$ cat config.mk
export PLATFORM = sky130hd
export DESIGN_NAME = pc_sequencer_flat
export DESIGN_NICKNAME = d
export VERILOG_FILES = /design/src/rtl/pc_sequencer_if.sv /design/src/rtl/pc_sequencer.sv /design/src/flat_wrapper.sv
export SDC_FILE = /design/constraint.sdc
export NUM_CORES = 1
export LEC_CHECK = 0
export BUFFER_PORTS_ARGS = -buffer_cell sky130_fd_sc_hd__buf_2
export CORE_MARGIN = 5
export CORE_UTILIZATION = 51
export DETAILED_ROUTE_END_ITERATION = 10
export GPL_ROUTABILITY_DRIVEN = 0
export PLACE_DENSITY = 0.84
export SLEW_MARGIN = 10
export SYNTH_ARGS = -nofsm -noshare
export SYNTH_HDL_FRONTEND = slang
export SYNTH_SLANG_ARGS = --single-unit
$ cat constraint.sdc
create_clock -name clk -period 4.1 [get_ports clk]
set_input_delay 0.615 -clock clk [delete_from_list [all_inputs] [get_ports clk]]
set_output_delay 0.615 -clock clk [all_outputs]
set_load 0.1 [all_outputs]
$ cat src/rtl/pc_sequencer_if.sv
`default_nettype none
// ---------------------------------------------------------------------------
// pc_sequencer_if : decoder/prog_mem fields in, PC and gated controls out.
// Rev 1.0
// ---------------------------------------------------------------------------
interface pc_sequencer_if #(
  parameter int PC_W = 5
);
  logic            sw8;
  logic            bran;
  logic            is_hold;
  logic            condition;
  logic            zero_flag;
  logic [PC_W-1:0] target;
  logic            we_in;
  logic            step_mode;
  logic [PC_W-1:0] pc;
  logic            we_out;
  logic            stalled;
  logic            sw8_db;

  modport master (
    output sw8, bran, is_hold, condition, zero_flag, target, we_in, step_mode,
    input  pc, we_out, stalled, sw8_db
  );

  modport slave (
    input  sw8, bran, is_hold, condition, zero_flag, target, we_in, step_mode,
    output pc, we_out, stalled, sw8_db
  );
endinterface
`default_nettype wire

$ cat src/rtl/pc_sequencer.sv
`default_nettype none
// ---------------------------------------------------------------------------
// pc_sequencer : picoMIPS PC, branch resolution and SW[8] hold/step stalls.
// Optional single-step mode enabled by macro PC_SEQ_STEP_EN.   Rev 1.0
// ---------------------------------------------------------------------------
module pc_sequencer #(
  parameter int PC_W       = 5,
  parameter int DEB_CYCLES = 16,
  parameter int RESET_PC   = 0
) (
  input  logic         clk,
  input  logic         rst,
  pc_sequencer_if.slave bus
);

  localparam int C_CNT_W = (DEB_CYCLES > 1) ? $clog2(DEB_CYCLES) : 1;
  localparam logic [C_CNT_W-1:0] C_CNT_MAX = C_CNT_W'(DEB_CYCLES - 1);

  typedef enum logic [1:0] {
    S_RUN          = 2'd0,
    S_WAIT_PRESS   = 2'd1,
    S_WAIT_RELEASE = 2'd2
  } state_t;

  logic               r_sync1;
  logic               r_sync2;
  logic               r_db;
  logic [C_CNT_W-1:0] r_cnt;
  state_t             r_state;
  state_t             w_state_nxt;
  logic [PC_W-1:0]    r_pc;
  logic [PC_W-1:0]    w_pc_nxt;
  logic [PC_W-1:0]    w_pc_inc;
  logic [PC_W-1:0]    w_run_target;
  logic [PC_W-1:0]    w_resume_pc;
  logic               w_hold;

  assign w_pc_inc = r_pc + PC_W'(1);
  assign w_hold   = bus.bran & bus.is_hold;

  // Non-hold next address; a failed conditional jump falls through.
  assign w_run_target = (!bus.bran || (bus.condition && !bus.zero_flag)) ?
                        w_pc_inc : bus.target;

  always_ff @(posedge clk) begin
    if (rst) begin
      r_sync1 <= 1'b0;
      r_sync2 <= 1'b0;
      r_db    <= 1'b0;
      r_cnt   <= '0;
      r_state <= S_RUN;
      r_pc    <= PC_W'(RESET_PC);
    end else begin
      r_sync1 <= bus.sw8;
      r_sync2 <= r_sync1;
      if (r_sync2 == r_db) begin
        r_cnt <= '0;
      end else if (r_cnt == C_CNT_MAX) begin
        r_db  <= r_sync2;
        r_cnt <= '0;
      end else begin
        r_cnt <= r_cnt + C_CNT_W'(1);
      end
      r_state <= w_state_nxt;
      r_pc    <= w_pc_nxt;
    end
  end

`ifdef PC_SEQ_STEP_EN
  logic [PC_W-1:0] r_next_pc;
  logic            w_step;

  // Tracks the successor of every RUN instruction, so a hold resumes at pc+1
  // and a stepped instruction resumes at its own computed next address.
  always_ff @(posedge clk) begin
    if (rst) begin
      r_next_pc <= PC_W'(RESET_PC);
    end else if (r_state == S_RUN) begin
      r_next_pc <= w_hold ? w_pc_inc : w_run_target;
    end
  end

  assign w_step      = bus.step_mode;
  assign w_resume_pc = r_next_pc;
`else
  logic w_step;
  logic unused_step_mode;

  assign unused_step_mode = bus.step_mode;
  assign w_step           = 1'b0;
  assign w_resume_pc      = w_pc_inc;
`endif

  always_comb begin
    w_state_nxt = r_state;
    w_pc_nxt    = r_pc;
    case (r_state)
      S_RUN: begin
        if (w_hold || w_step) begin
          w_state_nxt = S_WAIT_PRESS;
        end else begin
          w_pc_nxt = w_run_target;
        end
      end
      S_WAIT_PRESS: begin
        if (r_db) begin
          w_state_nxt = S_WAIT_RELEASE;
        end
      end
      S_WAIT_RELEASE: begin
        if (!r_db) begin
          w_state_nxt = S_RUN;
          w_pc_nxt    = w_resume_pc;
        end
      end
      default: begin
        w_state_nxt = S_RUN;
      end
    endcase
  end

  assign bus.pc      = r_pc;
  assign bus.we_out  = bus.we_in & (r_state == S_RUN) & ~w_hold;
  assign bus.stalled = (r_state != S_RUN);
  assign bus.sw8_db  = r_db;

endmodule
`default_nettype wire

$ cat src/flat_wrapper.sv
// flat-port wrapper written by rule: the top's interface ports become plain ports
module pc_sequencer_flat 
#(
  parameter int PC_W       = 5,
  parameter int DEB_CYCLES = 16,
  parameter int RESET_PC   = 0
)
  (clk, rst, bus_sw8, bus_bran, bus_is_hold, bus_condition, bus_zero_flag, bus_target, bus_we_in, bus_step_mode, bus_pc, bus_we_out, bus_stalled, bus_sw8_db);
  pc_sequencer_if #(.PC_W(PC_W)) bus_i ();
  input  logic clk;
  input  logic rst;
  input wire logic [$bits(bus_i.sw8)-1:0] bus_sw8;
  input wire logic [$bits(bus_i.bran)-1:0] bus_bran;
  input wire logic [$bits(bus_i.is_hold)-1:0] bus_is_hold;
  input wire logic [$bits(bus_i.condition)-1:0] bus_condition;
  input wire logic [$bits(bus_i.zero_flag)-1:0] bus_zero_flag;
  input wire logic [$bits(bus_i.target)-1:0] bus_target;
  input wire logic [$bits(bus_i.we_in)-1:0] bus_we_in;
  input wire logic [$bits(bus_i.step_mode)-1:0] bus_step_mode;
  output wire logic [$bits(bus_i.pc)-1:0] bus_pc;
  output wire logic [$bits(bus_i.we_out)-1:0] bus_we_out;
  output wire logic [$bits(bus_i.stalled)-1:0] bus_stalled;
  output wire logic [$bits(bus_i.sw8_db)-1:0] bus_sw8_db;
  assign bus_i.sw8 = bus_sw8;
  assign bus_i.bran = bus_bran;
  assign bus_i.is_hold = bus_is_hold;
  assign bus_i.condition = bus_condition;
  assign bus_i.zero_flag = bus_zero_flag;
  assign bus_i.target = bus_target;
  assign bus_i.we_in = bus_we_in;
  assign bus_i.step_mode = bus_step_mode;
  assign bus_pc = bus_i.pc;
  assign bus_we_out = bus_i.we_out;
  assign bus_stalled = bus_i.stalled;
  assign bus_sw8_db = bus_i.sw8_db;
  pc_sequencer #(.PC_W(PC_W), .DEB_CYCLES(DEB_CYCLES), .RESET_PC(RESET_PC)) u_core (.clk(clk), .rst(rst), .bus(bus_i));
endmodule
==> results.md, run 1 <==
Hold path
• reg -> reg — Hold Crit Class

GRT
• 0 — GRT overflow
• 0.144 — global-route usage over all layers
• 15 — pin count of the biggest net entering global routing
• 2.17 mm — global-route wire length before repair
• 0 — number of antenna violations at the first check in global routing
• 563 — number of global-route vias before repair

Worst setup path
• input port — startpoint type of the worst setup path
• in -> out — critical setup path kind
• 4 — largest driver fanout on the critical path
• 2640 ps — worst reg-to-reg setup slack
• 1480 ps — endpoint arrival time on the critical path
• primary output — kind of end point of the critical path
• 3480 ps — Req. time, crit path

Timing
• 0 — Slew Viols, Final
• no — unrepaired setup endpoints after global routing
• 562 ps — actual transition at the worst max-transition pin
• 0 — final hold violations
• 2090 ps — time the final worst path needs with I/O delays and setup
• 2010 ps — post-route setup slack
• 0 ps — final-layout setup total negative slack
• 0.623 — worst relative slew slack
• 3.81 ps — Post-Route Skew
• 478 MHz — highest clock rate
• 0 — final setup violation count
• 0.510 — post-route clock period utilization

Floorplan
• 46.3 um — Die Y
• 1270 um^2 — core area
• 13 — number of cell rows
• 0.530 — Starting Density
• 22 — number of top-level design ports
• 2140 um^2 — Die Footprint
• 46.3 um — Die Wd

Clock tree
• 80 ps — Reg clk slew, reported paths
• 0 — Hold Buf Count CTS
• 270 ps — latest clock arrival within the worst-skew pair
• 0 — post_cts resized
• 14 — TritonCTS Sinks
• sky130_fd_sc_hd__clkbuf_4 — clock tree root buffer cell
• 3 — number of buffers created by CTS
• 1 — CTS HTree Levels
• 2 — maximum count of clock buffers along a single path
• built — clock tree from TritonCTS
• 0 — number of setup buffers added after CTS

Power and ir drop
• 0.248 — relative contribution of combinational cells to total power
• 0.297 — clock share of power
• 0.455 — Flop pwr share
• 0.109 mW — power spent charging and discharging nets
• 396 nW/um^2 — power density cells
• 0.217 mW — internal power of the cells
• 0.374 nW — leakage
• 0.222 mV — highest ir drop seen on vdd
• 0.334 — switching fraction of total power

Status
• completed — outcome

Placed design
• 2000 ps — worst-case setup slack after placement
• 990 um — HPWL after DPL
• 20 — # port buffers

Logic synthesis
• 28 — post-synthesis cell type count
• 0 — Yosys warnings
• 672 um^2 — post-synthesis cell area
• 0.417 — post-synth top area share
• 0.417 — fraction of the yosys area taken by sequential cells
• 14 — register bit total from synthesis
• sky130_fd_sc_hd__dfxtp_1 — cell type with the highest aggregate area in the netlist
• 0 — Post-synth EDFFs
• sky130_fd_sc_hd__dfxtp_1 42%, sky130_fd_sc_hd__mux2i_1 7.4%, sky130_fd_sc_hd__nor2_1 5.0% — cells taking the most area after synthesis
• 72 — number of cells produced by synthesis
• 0 — proportion of register bits with asynchronous set or reset after synthesis
• 9.33 um^2 — mean cell area of the mapped netlist
• sky130_fd_sc_hd__dfxtp_1 — ys flop type
• 88 — syn nets

Layout
• 0.305 — share of post-route cells with drive strength above 1
• 112 — Final Net Count
• 0 — Diodes inserted
• 22.5% — Area growth, synth to finish

Route
• 1.26 mm — routed wire length
• 0 — Post-route DRC
• 11.5 um — post-DR wirelength/cell
• 4 — Initial DRT Pass Iterations
• 8 — detailed router's first-iteration violation count
• 596 — vias post-DR
• 0 — residual antenna-violating net count after detailed routing
• 5.42 — mean number of vias per cell

Job
• 0 — Max-Cap Viols

[metrics by stage]
| stage | area (um^2) | hold slack (ps) | utilization | instances | power (mW) |
|---|---|---|---|---|---|
| floorplan | 672 | 414 | - | 72 | 0.216 |
| global placement | 787 | 417 | 0.620 | 106 | 0.231 |
| detailed placement | 787 | 440 | 0.620 | 106 | 0.232 |
| CTS | 823 | 461 | 0.649 | 110 | 0.328 |
| global route | 823 | 485 | 0.649 | 110 | 0.341 |
| finish | 823 | 458 | 0.649 | 110 | 0.326 |
[cell families (layout without fill, tap and decap cells)]
family,count (synthesis),after routing,share of synthesized area
XOR/XNOR,4,4,0.0522
flip-flops,14,14,0.417
AO/OA/AOI/OAI,11,11,0.147
adder cells (fa/ha/maj),2,2,0.0372
multiplexers,6,6,0.0912
buffers and inverters,7,30,0.0391
AND/OR/NAND/NOR,28,28,0.216
[cells in the mapped netlist (all sizes together), types with 2 or more instances]
master   n
nand2    4
nor2     9
nand2b   3
ha       2
o32ai    3
or3      2
nand3    3
a21oi    3
nor2b    2
dfxtp   14
xnor2    3
mux2i    5
inv      6
[layer usage]
layer | routed length, um | global-route usage
met5 | 0 | 0
met3 | 95 | 0.0469
met2 | 612 | 0.261
met1 | 546 | 0.146
met4 | 8 | 0.0682
[layout by cell type, fill, tap and decap left out, types with 2 or more instances in the layout]
cell	count
sky130_fd_sc_hd__clkbuf_4	3
sky130_fd_sc_hd__mux2i_1	5
sky130_fd_sc_hd__buf_2	20
sky130_fd_sc_hd__inv_1	5
sky130_fd_sc_hd__nor2_1	9
sky130_fd_sc_hd__xnor2_1	3
sky130_fd_sc_hd__ha_1	2
sky130_fd_sc_hd__dfxtp_1	14
sky130_fd_sc_hd__a21oi_1	3
sky130_fd_sc_hd__nand2_1	4
sky130_fd_sc_hd__nor2b_1	2
sky130_fd_sc_hd__nand2b_1	3
sky130_fd_sc_hd__o32ai_1	3
sky130_fd_sc_hd__nand3_1	3
[cell type report]
| type | count | area, um^2 |
|---|---|---|
| fill | 108 | 445 |
| multi-input combinational | 51 | 365 |
| sequential | 14 | 280 |
| timing repair buffer | 20 | 100 |
| clock buffer | 4 | 36.3 |
| inverter | 6 | 22.5 |
| tap | 15 | 18.8 |
[critical path, cell delays in order]
cell and delay, ps:
sky130_fd_sc_hd__buf_2 120, sky130_fd_sc_hd__nand2_1 100, sky130_fd_sc_hd__and4_2 220, sky130_fd_sc_hd__buf_2 420
[power by group through the flow]
stage	clock, mW	combinational [mW]	sequential [mW]
2_1_floorplan	0	0.0348	0.181
3_3_place_gp	0	0.0798	0.151
3_5_place_dp	0	0.0811	0.151
4_1_cts	0.0986	0.0815	0.148
5_1_grt	0.106	0.0858	0.149
6_report	0.0969	0.0807	0.148
[sequential cells by signal, summed over array words and instances (netlist names)]
signal	flops
u_core.bus.pc	5
u_core.bus.sw8_db	1
u_core.r_cnt	4
u_core.r_state	2
u_core.r_sync1	1
u_core.r_sync2	1
[worst paths after layout]
kind | from | to | depth (start not counted)
hold reg to reg | u_core.r_sync1$_SDFF_PP0_ | u_core.r_sync2$_SDFF_PP0_ | 1
setup reg to reg | u_core.r_state[0]$_SDFFE_PP0P_ | u_core.bus.pc[0]$_SDFFE_PP0P_ | 4
hold / removal | u_core.r_sync1$_SDFF_PP0_ | u_core.r_sync2$_SDFF_PP0_ | 1
setup / recovery | bus_bran | bus_we_out | 4
Power figures use the tool's default switching activity.
==> run 2, diff against run 1 <==
--- a/config.mk
+++ b/config.mk
@@ -7,10 +7,10 @@
 export LEC_CHECK = 0
 export BUFFER_PORTS_ARGS = -buffer_cell sky130_fd_sc_hd__buf_2
 export CORE_MARGIN = 5
-export CORE_UTILIZATION = 51
+export CORE_UTILIZATION = 47
 export DETAILED_ROUTE_END_ITERATION = 10
 export GPL_ROUTABILITY_DRIVEN = 0
-export PLACE_DENSITY = 0.84
+export PLACE_DENSITY = 0.79
 export SLEW_MARGIN = 10
 export SYNTH_ARGS = -nofsm -noshare
 export SYNTH_HDL_FRONTEND = slang
==> constraint.sdc (replaced) <==
create_clock -name clk -period 2.1 [get_ports clk]
set_input_delay 0.315 -clock clk [delete_from_list [all_inputs] [get_ports clk]]
set_output_delay 0.315 -clock clk [all_outputs]
set_load 0.1 [all_outputs]
==> results.md, run 2 (synthesis results as in run 1) <==
Status
• completed — outcome

Layout
• 5 — Largest register FFs, unchanged
• 0.305 — share of post-route cells with drive strength above 1, unchanged
• sky130_fd_sc_hd__buf_2 — leading cell type in the layout, fill and taps excluded
• 0 — Diodes inserted, unchanged
• 365 um^2 — combined area of the multi-input logic cells, unchanged
• 280 um^2 — Seq. cell area, unchanged
• 21.6% — Area growth, synth to finish
• 121 — fillcell total, +12%
• 20 x sky130_fd_sc_hd__buf_2, 14 x sky130_fd_sc_hd__dfxtp_1, 9 x sky130_fd_sc_hd__nor2_1 — most frequent cells in the layout
• 113 — Final Net Count, +0.89%

Worst setup path
• 1400 ps — endpoint arrival time on the critical path, -80 ps
• u_core.r_state[0]$_SDFFE_PP0P_ — launch point of the critical path
• reg -> out — critical setup path kind
• flop — startpoint type of the worst setup path
• 1780 ps — Req. time, crit path, -1700 ps
• 420 ps — max incr delay on CP, about the same
• 2 — Bufs and invs on worst path, unchanged
• primary output — kind of end point of the critical path
• inv_1 -> and4_2 -> buf_2 — worst path cell trace
• u_core.bus.pc[0]$_SDFFE_PP0P_ — reg2reg end
• 690 ps — worst reg-to-reg setup slack, -1950 ps
• buffers and inverters — crit-path leading delay family
• u_core.r_state[0]$_SDFFE_PP0P_ — worst flop-to-flop path startpoint
• 5 — largest driver fanout on the critical path, +1
• 5 — number of cells traversed by the worst register-to-register path, +1
• sky130_fd_sc_hd__buf_2 — slowest stage cell on the critical path

Power and ir drop
• 0.438 mV — highest ir drop seen on vdd, +98%
• 0.343 — switching fraction of total power, +0.00850
• 0.274 — relative contribution of combinational cells to total power, +0.026
• 0.233 — clock share of power, -0.064
• 720 nW/um^2 — power density cells, +82%
• 0.372 nW — leakage, -0.60%
• 0.387 mW — internal power of the cells, +78%
• 0.201 mW — power spent charging and discharging nets, +85%
• 0.492 — Flop pwr share, +0.037

Timing
• 0.674 — worst relative slew slack, +0.0510
• 0 ps — final-layout setup total negative slack, unchanged
• 0 — final setup violation count, unchanged
• 0 — Slew Viols, Final, unchanged
• no — unrepaired setup endpoints after global routing
• 0 — final hold violations, unchanged
• 0.815 — post-route clock period utilization
• 492 ps — actual transition at the worst max-transition pin, -70.6 ps
• 2.33 ps — Post-Route Skew, -1.49 ps
• 1710 ps — time the final worst path needs with I/O delays and setup
• 389 ps — post-route setup slack, -1620 ps
• 585 MHz — highest clock rate

Clock tree
• 14 — TritonCTS Sinks, unchanged
• 3 — number of buffers created by CTS, unchanged
• sky130_fd_sc_hd__clkbuf_4 — clock tree root buffer cell
• 2 — maximum count of clock buffers along a single path, unchanged
• built — clock tree from TritonCTS
• 260 ps — latest clock arrival within the worst-skew pair, about the same
• 0 — number of setup buffers added after CTS, unchanged
• 0 — post_cts resized, unchanged
• 0 — Hold Buf Count CTS, unchanged
• 70 ps — Reg clk slew, reported paths, about the same
• 1 — CTS HTree Levels, unchanged

Floorplan
• 13 — number of cell rows, unchanged
• 0.504 — Starting Density, -0.0258
• 2290 um^2 — Die Footprint, +6.7%
• 47.8 um — Die Wd, +3.3%
• 22 — number of top-level design ports, unchanged
• 47.8 um — Die Y, +3.3%
• 1330 um^2 — core area, +5.1%

Placed design
• 582 ps — worst-case setup slack after placement, -1420 ps
• 20 — # port buffers, unchanged

GRT
• 0 — GRT overflow, unchanged
• 0.145 — global-route usage over all layers, +0.00116
• 15 — pin count of the biggest net entering global routing, unchanged
• 0 — number of antenna violations at the first check in global routing, unchanged
• 528 — number of global-route vias before repair, -6.2%
• 2.24 mm — global-route wire length before repair, +3.2%

Route
• 569 — vias post-DR, -4.5%
• 12.0 um — post-DR wirelength/cell, +4.8%
• 5.17 — mean number of vias per cell, -4.5%
• 3 — Initial DRT Pass Iterations, -1
• 0 — residual antenna-violating net count after detailed routing, unchanged
• 1.32 mm — routed wire length, +4.8%
• 6 — detailed router's first-iteration violation count, -2
• 0 — Post-route DRC, unchanged

Hold path
• 2 — Worst Hold Path Cells, +1
• u_core.r_sync1$_SDFF_PP0_ — Hold Crit Endpoint
• bus_sw8 — Hold Path Origin
• in -> reg — Hold Crit Class

Job
• 0 — Max-Cap Viols, unchanged

-- run 2: changes by cell type in the layout (fill, tap and decap cells not counted), sizes merged --
| cell | before | now |
|---|---|---|
| buf | 20 | 21 |
| clkbuf | 4 | 3 |
-- run 2: per-stage QoR --
step / instances / power (mW) / hold WS (ps) / util / area, um^2
finish: 110 / 0.588 / 260 / 0.613 / 817
global route: 110 / 0.620 / 250 / 0.613 / 817
CTS: 110 / 0.595 / 253 / 0.613 / 817
detailed placement: 107 / 0.457 / 428 / 0.596 / 795
global placement: 107 / 0.453 / 417 / 0.596 / 795
floorplan: 72 / 0.421 / 414 / - / 672
-- run 2: worst max path at each step --
stage,to,slack [ps],cells after the start
detailed placement,bus_we_out,580,4
global placement,bus_we_out,610,4
floorplan,u_core.bus.pc[4]$_SDFFE_PP0P_,240,5
finish,bus_we_out,390,3
CTS,bus_we_out,380,3
global route,bus_we_out,280,3
-- run 2: layout make-up --
cell class                 instances  share of cell area
clock buffer                       3              0.0276
inverter                           6              0.0276
multi-input combinational         51               0.447
sequential                        14               0.343
tap                               15              0.0230
timing repair buffer              21               0.132
-- run 2: metal layers --
layer,vias up,part of all wire,track usage
li1,299,-,-
met1,255,0.44,0.176
met2,13,0.48,0.232
met3,2,0.060,0.0263
met4,0,0.017,0.0968
met5,-,0,0
-- run 2: power by group through the flow --
stage,Combinational [mW],Sequential [mW],Clock [mW]
floorplan,0.0680,0.353,0
global placement,0.159,0.295,0
detailed placement,0.162,0.296,0
CTS,0.162,0.289,0.144
global route,0.172,0.291,0.157
finish,0.161,0.289,0.137
==> run 3, diff against run 2 <==
==> constraint.sdc (replaced) <==
create_clock -name clk -period 1.63 [get_ports clk]
set_input_delay 0.2445 -clock clk [delete_from_list [all_inputs] [get_ports clk]]
set_output_delay 0.2445 -clock clk [all_outputs]
set_load 0.1 [all_outputs]
==> results.md, run 3 (synthesis results as in run 1) <==
GRT
• 2.19 mm — global-route wire length before repair, -2.5%
• 549 — number of global-route vias before repair, +4.0%
• 0 — number of antenna violations at the first check in global routing, unchanged
• 15 — pin count of the biggest net entering global routing, unchanged
• 0 — GRT overflow, unchanged
• 0.133 — global-route usage over all layers, -0.0117

Timing
• 181 ps — Min Hold Slack, -79.0 ps
• 685 MHz — highest clock rate
• 0 — Slew Viols, Final, unchanged
• 0 — final hold violations, unchanged
• 485 ps — actual transition at the worst max-transition pin, -6.84 ps
• 0 — final setup violation count, unchanged
• 0.637 ps — Post-Route Skew, -1.69 ps
• 0.679 — worst relative slew slack, +0.00453
• no — unrepaired setup endpoints after global routing
• 0.895 — post-route clock period utilization
• 1460 ps — time the final worst path needs with I/O delays and setup

Floorplan
• 0.504 — Starting Density, unchanged
• 22 — number of top-level design ports, unchanged
• 47.8 um — Die Wd, unchanged
• 1330 um^2 — core area, unchanged
• 13 — number of cell rows, unchanged
• 47.8 um — Die Y, unchanged
• 2290 um^2 — Die Footprint, unchanged

Layout
• 27.0% — Area growth, synth to finish
• 0.354 — share of post-route cells with drive strength above 1, +0.0489
• 5 — Largest register FFs, unchanged
• 0 — Diodes inserted, unchanged
• 113 — Final Net Count, unchanged
• 111 — post-route non-filler standard cell count, +0.91%
• sky130_fd_sc_hd__buf_2 — leading cell type in the layout, fill and taps excluded
• 18 x sky130_fd_sc_hd__buf_2, 10 x sky130_fd_sc_hd__dfxtp_1, 9 x sky130_fd_sc_hd__nor2_1 — most frequent cells in the layout
• 853 um^2 — finished layout cell area, +4.4%

Clock tree
• 0 — Hold Buf Count CTS, unchanged
• 280 ps — latest clock arrival within the worst-skew pair, +20 ps
• 90 ps — Reg clk slew, reported paths, +20 ps
• 14 — TritonCTS Sinks, unchanged
• 3 — number of buffers created by CTS, unchanged
• 2 — maximum count of clock buffers along a single path, unchanged
• 1 — CTS HTree Levels, unchanged
• built — clock tree from TritonCTS
• sky130_fd_sc_hd__clkbuf_4 — clock tree root buffer cell

Power and ir drop
• 0.384 nW — leakage, +3.5%
• 1.02 mV — highest ir drop seen on vdd, +130%
• 985 nW/um^2 — power density cells, +37%
• 0.840 mW — total power draw, +43%

Worst setup path
• 240 ps — worst reg-to-reg setup slack, -450 ps
• u_core.r_state[1]$_SDFFE_PP0P_ — worst flop-to-flop path startpoint
• flop — startpoint type of the worst setup path
• primary output — kind of end point of the critical path
• reg -> out — critical setup path kind
• u_core.bus.pc[0]$_SDFFE_PP0P_ — reg2reg end
• 1210 ps — endpoint arrival time on the critical path, -190 ps
• 4 — number of cells traversed by the worst register-to-register path, -1
• 1390 ps — Req. time, crit path, -390 ps
• 6 — largest driver fanout on the critical path, +1

Job
• 0 — Max-Cap Viols, unchanged

Hold path
• 2 — Worst Hold Path Cells, unchanged
• in -> reg — Hold Crit Class
• bus_sw8 — Hold Path Origin
• u_core.r_sync1$_SDFF_PP0_ — Hold Crit Endpoint

Route
• 592 — vias post-DR, +4.0%
• 11.5 um — post-DR wirelength/cell, -4.6%
• 5.33 — mean number of vias per cell, +3.1%
• 0 — Post-route DRC, unchanged
• 5 — detailed router's first-iteration violation count, -1
• 3 — Initial DRT Pass Iterations, unchanged
• 1.27 mm — routed wire length, -3.8%
• 0 — residual antenna-violating net count after detailed routing, unchanged

Placed design
• 815 um^2 — post-placement cell area, +2.5%
• 982 um — HPWL after DPL
• 20 — # port buffers, unchanged
• 107 — Cells after DPL, unchanged

Status
• completed — outcome

-- run 3: final cells by class --
class | count | area [um^2]
multi-input cells | 51 | 365
repair buffers | 21 | 125
well taps | 15 | 18.8
inverters | 6 | 22.5
flip-flops and latches | 14 | 285
fillers | 111 | 480
clock buffers | 4 | 36.3
-- run 3: worst max-delay path, cell delays in order (launching register included) --
cell	delay (ps)
sky130_fd_sc_hd__dfxtp_1	450
sky130_fd_sc_hd__inv_2	90
sky130_fd_sc_hd__and4_2	230
sky130_fd_sc_hd__buf_12	160
-- run 3: through the flow --
step / TNS (ps) / worst slack, ps / util
after floorplan: -0.766 / -0.766 / -
after global placement: 0 / 279 / 0.611
after detailed placement: 0 / 250 / 0.611
after CTS: 0 / 70.8 / 0.638
after global routing: 0 / 65.9 / 0.640
final: 0 / 171 / 0.640
-- run 3: repair_timing --
item | CTS | global route
gates resized for setup | 0 | 1
endpoints found under the setup margin | 0 | 1
buffers inserted | 0 | 0
-- run 3: per-layer routing --
metal,wire (um),vias up,GRT usage
met5,0,-,0
met4,0,0,0.00538
met3,76,0,0.0677
met2,618,13,0.214
met1,578,280,0.170
li1,-,299,-
-- run 3: how the worst max path moves through the flow --
stage                                              start                            end
final                     u_core.r_state[1]$_SDFFE_PP0P_                     bus_we_out
after global routing      u_core.r_state[0]$_SDFFE_PP0P_                    bus_stalled
after global placement    u_core.r_state[1]$_SDFFE_PP0P_  u_core.bus.pc[0]$_SDFFE_PP0P_
after floorplan            u_core.bus.pc[3]$_SDFFE_PP0P_  u_core.bus.pc[4]$_SDFFE_PP0P_
after CTS                 u_core.r_state[0]$_SDFFE_PP0P_                    bus_stalled
after detailed placement  u_core.r_state[1]$_SDFFE_PP0P_  u_core.bus.pc[0]$_SDFFE_PP0P_
-- run 3: report_power, final --
group,internal [mW],leakage [nW],switching (mW)
clock network,0.136,0.0210,0.114
logic,0.0624,0.247,0.153
registers,0.359,0.116,0.0156
